**src/rtl/eth_phy_10g_pkg.sv**
```systemverilog
// Shared types and constants for the 10GBASE-R receive path.
// Holds lock FSM encodings and 64b/66b sync header values.
package eth_phy_10g_pkg;

  typedef enum logic [2:0] {
    ST_RST_ALIGN = 3'd0,
    ST_WAIT_LOCK = 3'd1,
    ST_LOCKED    = 3'd2,
    ST_HI_BER    = 3'd3
  } lock_state_e;

  localparam logic [1:0] SYNC_DATA = 2'b01;
  localparam logic [1:0] SYNC_CTRL = 2'b10;

  function automatic logic hdr_invalid(input logic [1:0] hdr);
    return (hdr != SYNC_DATA) && (hdr != SYNC_CTRL);
  endfunction

endpackage

```
**src/rtl/eth_phy_10g_rx_ber_mon.sv**
```systemverilog
// Hi-BER monitor: counts invalid sync headers per fixed window.
// Flag sets mid-window at threshold and clears at a clean wrap.
module eth_phy_10g_rx_ber_mon
  import eth_phy_10g_pkg::*;
#(
  parameter int BER_WINDOW = 19531,
  parameter int BER_THRESH = 16
) (
  input  logic       clk,
  input  logic       rst_n,
  input  logic       enable,
  input  logic       clear,
  input  logic [1:0] hdr,
  output logic       hi_ber,
  output logic       window_end,
  output logic       window_hi_ber
);

  localparam int WW = $clog2(BER_WINDOW + 1);
  localparam int EW = $clog2(BER_THRESH + 1);
  localparam logic [WW-1:0] WIN_LAST = WW'(BER_WINDOW - 1);
  localparam logic [EW-1:0] ERR_MAX  = EW'(BER_THRESH);

  logic [WW-1:0] win_q, win_d;
  logic [EW-1:0] err_q, err_d, err_sum;
  logic          hi_q, hi_d;
  logic          err_hit, last;

  always_comb begin
    err_hit = enable && hdr_invalid(hdr);
    last    = enable && (win_q == WIN_LAST);
    err_sum = err_q;
    if (err_hit && (err_q != ERR_MAX)) begin
      err_sum = err_q + EW'(1);
    end
    win_d = win_q;
    err_d = err_sum;
    hi_d  = hi_q;
    if (clear) begin
      win_d = '0;
      err_d = '0;
      hi_d  = 1'b0;
    end else if (last) begin
      // last-cycle error already folded into err_sum
      win_d = '0;
      err_d = '0;
      hi_d  = (err_sum == ERR_MAX);
    end else begin
      if (enable) begin
        win_d = win_q + WW'(1);
      end
      if (err_sum == ERR_MAX) begin
        hi_d = 1'b1;
      end
    end
  end

  always_ff @(posedge clk or negedge rst_n) begin
    if (!rst_n) begin
      win_q <= '0;
      err_q <= '0;
      hi_q  <= 1'b0;
    end else begin
      win_q <= win_d;
      err_q <= err_d;
      hi_q  <= hi_d;
    end
  end

  assign hi_ber        = hi_q;
  assign window_end    = last;
  assign window_hi_ber = last && (err_sum == ERR_MAX);

endmodule

```
**src/rtl/eth_phy_10g_rx_lock_ctrl.sv**
```systemverilog
// Receive lock controller: aligner reset, lock wait with retry,
// and hi-BER supervision driving link status and data qualifier.
module eth_phy_10g_rx_lock_ctrl
  import eth_phy_10g_pkg::*;
#(
  parameter int RST_CYCLES   = 16,
  parameter int LOCK_TIMEOUT = 65535,
  parameter int BER_WINDOW   = 19531,
  parameter int BER_THRESH   = 16,
  parameter int HIBER_MAX    = 8
) (
  input  logic       clk,
  input  logic       i_rst_n,
  input  logic       i_rx_block_lock,
  input  logic [1:0] i_serdes_rx_hdr,
  output logic       o_aligner_rst,
  output logic       o_rx_status,
  output logic       o_rx_high_ber,
  output logic       o_rx_valid,
  output logic [7:0] o_retry_count,
  output logic [2:0] o_state
);

  localparam int RW = $clog2(RST_CYCLES + 1);
  localparam int TW = $clog2(LOCK_TIMEOUT + 1);
  localparam int HW = $clog2(HIBER_MAX + 1);

  lock_state_e   state_q, state_d;
  logic [RW-1:0] rst_cnt_q, rst_cnt_d;
  logic [TW-1:0] timer_q, timer_d;
  logic [HW-1:0] hib_cnt_q, hib_cnt_d;
  logic [7:0]    retry_q, retry_d;
  logic          aln_rst_q, status_q, valid_q;
  logic          retry_inc, active_q, active_d;
  logic          ber_en, ber_clear;
  logic          hi_ber, win_end, win_hi_ber;

  assign active_q = (state_q == ST_LOCKED) || (state_q == ST_HI_BER);
  assign active_d = (state_d == ST_LOCKED) || (state_d == ST_HI_BER);
  assign ber_en    = active_q && i_rx_block_lock;
  assign ber_clear = !active_d;

  eth_phy_10g_rx_ber_mon #(
    .BER_WINDOW (BER_WINDOW),
    .BER_THRESH (BER_THRESH)
  ) u_ber_mon (
    .clk           (clk),
    .rst_n         (i_rst_n),
    .enable        (ber_en),
    .clear         (ber_clear),
    .hdr           (i_serdes_rx_hdr),
    .hi_ber        (hi_ber),
    .window_end    (win_end),
    .window_hi_ber (win_hi_ber)
  );

  always_comb begin
    state_d   = state_q;
    rst_cnt_d = '0;
    timer_d   = '0;
    hib_cnt_d = '0;
    retry_inc = 1'b0;
    unique case (state_q)
      ST_RST_ALIGN: begin
        if (rst_cnt_q == RW'(RST_CYCLES - 1)) begin
          state_d = ST_WAIT_LOCK;
        end else begin
          rst_cnt_d = rst_cnt_q + RW'(1);
        end
      end
      ST_WAIT_LOCK: begin
        if (i_rx_block_lock) begin
          state_d = ST_LOCKED;
        end else if (timer_q == TW'(LOCK_TIMEOUT - 1)) begin
          state_d   = ST_RST_ALIGN;
          retry_inc = 1'b1;
        end else begin
          timer_d = timer_q + TW'(1);
        end
      end
      ST_LOCKED: begin
        if (!i_rx_block_lock) begin
          state_d = ST_WAIT_LOCK;
        end else if (hi_ber) begin
          state_d = ST_HI_BER;
        end
      end
      ST_HI_BER: begin
        hib_cnt_d = hib_cnt_q;
        if (!i_rx_block_lock) begin
          state_d = ST_WAIT_LOCK;
        end else if (win_end) begin
          if (!win_hi_ber) begin
            state_d = ST_LOCKED;
          end else if (hib_cnt_q == HW'(HIBER_MAX - 1)) begin
            state_d   = ST_RST_ALIGN;
            retry_inc = 1'b1;
          end else begin
            hib_cnt_d = hib_cnt_q + HW'(1);
          end
        end
      end
      default: state_d = ST_RST_ALIGN;
    endcase
    retry_d = retry_q;
    if (retry_inc && (retry_q != 8'hFF)) begin
      retry_d = retry_q + 8'd1;
    end
  end

  always_ff @(posedge clk or negedge i_rst_n) begin
    if (!i_rst_n) begin
      state_q   <= ST_RST_ALIGN;
      rst_cnt_q <= '0;
      timer_q   <= '0;
      hib_cnt_q <= '0;
      retry_q   <= '0;
      aln_rst_q <= 1'b1;
      status_q  <= 1'b0;
      valid_q   <= 1'b0;
    end else begin
      state_q   <= state_d;
      rst_cnt_q <= rst_cnt_d;
      timer_q   <= timer_d;
      hib_cnt_q <= hib_cnt_d;
      retry_q   <= retry_d;
      aln_rst_q <= (state_d == ST_RST_ALIGN);
      status_q  <= (state_q == ST_LOCKED) && !hi_ber
                   && i_rx_block_lock;
      valid_q   <= ber_en;
    end
  end

  assign o_aligner_rst = aln_rst_q;
  assign o_rx_status   = status_q;
  assign o_rx_high_ber = hi_ber;
  assign o_rx_valid    = valid_q;
  assign o_retry_count = retry_q;
  assign o_state       = state_q;

endmodule

```
**config.mk**
```make
export PLATFORM = sky130hd
export DESIGN_NAME = eth_phy_10g_rx_lock_ctrl
export DESIGN_NICKNAME = d
export VERILOG_FILES = /design/src/rtl/eth_phy_10g_pkg.sv /design/src/rtl/eth_phy_10g_rx_ber_mon.sv /design/src/rtl/eth_phy_10g_rx_lock_ctrl.sv
export SDC_FILE = /design/constraint.sdc
export NUM_CORES = 1
export LEC_CHECK = 0
export CORE_ASPECT_RATIO = 1.2
export CORE_MARGIN = 2
export CORE_UTILIZATION = 53
export DETAILED_ROUTE_END_ITERATION = 10
export PLACE_DENSITY = 0.75
export SLEW_MARGIN = 20
export SYNTH_ARGS = -nofsm -noshare
export SYNTH_HDL_FRONTEND = slang
export SYNTH_SLANG_ARGS = --single-unit
```
**constraint.sdc**
```tcl
create_clock -name clk -period 2.7 [get_ports clk]
set_input_delay 0.27 -clock clk [delete_from_list [all_inputs] [get_ports clk]]
set_output_delay 0.27 -clock clk [all_outputs]
set_load 0.03 [all_outputs]
```
==> results of run 1 <==
==> worst reg2reg max path, cell delays in order, from the launching register on <==
cell       delay, ns
dfrtp_1         0.38
or4b_1          0.53
or4_4           0.55
or2_4           0.28
a2111oi_4       0.19
buf_4           0.20
nor2_2          0.06
mux2_4          0.31
==> cell families (layout without fill, tap and decap cells) <==
kind of cell    Yosys count  in the layout  synth area share (%)
flops                    60             60                  47.7
compound gates           65             65                  13.3
simple gates            142            142                  22.8
fa+ha+maj                 9              9                  3.57
other cells               1              1                 0.119
buf+inv                  20             73                  2.66
mux                       5              5                  1.75
xor+xnor                 29             29                  8.06
==> report_power, final <==
part	switching [mW]	leakage, nW	internal (mW)
logic	0.0305	0.637	0.0168
clock network	0.343	0.0872	0.354
registers	0.00312	0.830	0.904
total	0.376	1.55	1.27
==> final timing paths <==
kind / startpoint / end / slack [ns] / cells past startpoint
min in group clk: rst_cnt_q[0] / rst_cnt_q[0] / 0.47 / 1
max reg2reg: u_ber_mon.win_q[2] / o_retry_count[1] / 0.09 / 7
max in group asynchronous: i_rst_n / o_aligner_rst / 1.61 / 3
max: u_ber_mon.win_q[2] / o_retry_count[1] / 0.09 / 7
min: i_rst_n / u_ber_mon.err_q[4] / 0.40 / 2
min reg2reg: rst_cnt_q[0] / rst_cnt_q[0] / 0.47 / 1
==> state kept, by name, indices dropped and copies added, names as in the netlist <==
signal	count
timer_q	16
u_ber_mon.win_q	15
o_retry_count	8
rst_cnt_q	5
u_ber_mon.err_q	5
hib_cnt_q	4
o_state	3
o_aligner_rst	1
o_rx_status	1
o_rx_valid	1
u_ber_mon.hi_ber	1
==> routing by layer <==
metal  share of wire, %  global-route usage (%)  wire length [microns]
met4                2.2                    11.2                    140
met3                4.1                    5.69                    268
met5                  0                       0                      0
met1                 44                    26.2                   2830
met2                 50                    36.8                   3220
==> layout make-up <==
type / instances / area (sq um) / share of cell area (%)
clock buffers: 13 / 149 / 3.95
flip-flops and latches: 60 / 1500 / 39.8
inverters: 11 / 41.3 / 1.09
well taps: 80 / 100 / 2.65
multi-input cells: 251 / 1570 / 41.7
repair buffers: 46 / 390 / 10.4
clock inverters: 3 / 15.0 / 0.398
==> cell usage in the layout, fill, tap and decap left out, types with 3 or more instances in the layout <==
cell type,count
buf_4,26
nand4_1,6
nor3_1,9
mux2i_1,4
inv_1,11
xnor2_1,16
ha_1,9
o31ai_1,3
clkbuf_1,3
xor2_1,13
nor2_1,37
o2111ai_1,3
o21ai_0,30
nand2_1,33
nand3_1,23
clkdlybuf4s50_1,18
a31oi_1,6
and2_1,4
nor4_1,4
clkbuf_8,10
and3_1,3
a21oi_1,7
a31o_2,4
dfrtp_1,59
clkinv_2,3
==> repair_timing <==
item | CTS | global route
gates resized for setup | 0 | 3
hold buffers | 1 | 0
endpoints found under the hold margin | 19 | 0
setup endpoints to repair | 0 | 8
==> stage by stage <==
stage	instance area (sq um)	util, %	instances
final	3770	66.1	464
after global routing	3770	66.1	464
after CTS	3760	66.0	464
after detailed placement	3590	62.9	447
after global placement	3590	62.9	447
after floorplan	3150	-	331
==> flow_metrics.py, run 1 <==
metrics = {
    "yosys": {
        "synth_edf_count": 0,
        "yosysUniqueCellTypes": 50,
        "synth_common_cells": "59 x dfrtp_1, 37 x nor2_1, 33 x nand2_1, 30 x o21ai_0, 23 x nand3_1",
        "synth_seq_area_share_pct": 47.7,
        "ys_ff_latch": 60,
        "yosys.area.top_type_share_pct": 46.8,
        "netlist_top_cells_area": "dfrtp_1 47%, o21ai_0 4.8%, xnor2_1 4.4%",
        "async_reset_ff_share_pct": 100,
        "avgSynthCellArea_sq_um": 9.52,
        "ys_warn_count": 0,
        "yosysTopAreaCell": "dfrtp_1",
        "syn_nets": 345,
        "ys.flop_type": "dfrtp_1",
        "yosysMostFrequentCell": "dfrtp_1",
        "synth_cells": 331,
        "netlist_area_sq_um": 3150,
    },
    "clock_network": {
        "cts_sinks": 60,
        "cts_buffer_depth": 2,
        "cts_buffers": 9,
        "htree_levels": 3,
        "clkTransAtPathRegs_ns": 0.07,
        "cts-root-buf": "clkbuf_8",
        "clk_latency_ns": 0.35,
        "cts_setup_buffers": 0,
        "cts_tree": "yes",
    },
    "routing": {
        "ant_nets": 0,
        "drt_iter0_drc": 168,
        "firstDrtPassIters": 5,
        "num_vias": 2609,
        "wire_per_inst_microns": 13.9,
        "wirelength_mm": 6.46,
        "viasPerCell": 5.62,
        "drcViolationCount": 0,
    },
    "floorplan": {
        "io_pins": 20,
        "rows": 30,
        "start_util_pct": 55.2,
        "fp.coreArea_sq_um": 5710,
        "die_y_microns": 88.5,
        "die-area_sq_um": 6580,
        "die_x_microns": 74.4,
    },
    "timing": {
        "fin_crit_sh_pct": 96.7,
        "fin_skew_ns": 0.0108,
        "fin_crit_ns": 2.61,
        "fin_setup_tns_ns": 0,
        "rsz0062_at_grt": "no",
        "max_freq_mhz": 383,
        "setup_viol": 0,
        "finalHoldWorstSlack_ns": 0.402,
        "finalHoldViolations": 0,
        "layout_setup_ws_ns": 0.0902,
        "drv_slew": 0,
    },
    "grt": {
        "antenna_found_initial": 0,
        "grt-ovfl-total": 0,
        "grt_start_max_net_pins": 23,
        "grt_pass1_wl_mm": 11.0,
        "gr-usage-all-layers_pct": 22.1,
        "grt_pass1_vias": 2551,
    },
    "power": {
        "power_density_nw_per_um2": 438,
        "total_power_mw": 1.65,
        "p_leak_nw": 1.55,
        "irDropWorstVdd_v": 0.000333,
    },
    "placed_design": {
        "dp.final_hpwl_mm": 4.73,
        "place.gp.congestion": 0.827,
        "portBuffers": 19,
        "pre_cts_ws_ns": 0.0607,
    },
    "layout": {
        "num-fill-cells": 475,
        "antenna_cells": 0,
        "num-nets-final": 393,
        "areaGrowthSynthToFinish_pct": 19.7,
        "drive_gt1_share_pct": 14.6,
    },
    "critical_path": {
        "crit_path_cell_trace": "or4b_1, or4_4, or2_4, a2111oi_4, buf_4, nor2_2, mux2_4",
        "required_ns": 2.94,
        "slowest_stage": "or4_4",
        "endpoint_kind": "flip-flop",
        "critical_path_buf_inv_count": 1,
        "critPathLaunchType": "flip-flop",
        "crit_arrival_ns": 2.85,
        "max_stage_delay_ns": 0.55,
        "critPathTopFamily": "simple AND/OR/NAND/NOR gates",
        "cp_max_fo": 7,
        "path_class": "flip-flop to flip-flop",
    },
    "flow_run": {
        "maxCapViolCount": 0,
    },
    "hold_path": {
        "hold_path_class": "input port to async pin",
    },
    "outcome": {
        "outcome": "finished clean",
    },
}
Power figures use the tool's default switching activity.
==> inputs of run 2 (changes only) <==
ABC_CLOCK_PERIOD_IN_PS = 2700   (was unset)
==> results of run 2 <==
Final layout, timing and power as in run 1 (identical DEF).
==> inputs of run 3 (changes only) <==
CAP_MARGIN = 20   (was unset)
SKIP_LAST_GASP = 1   (was unset)
==> results of run 3 <==
Final layout, timing and power as in run 1 (identical DEF).
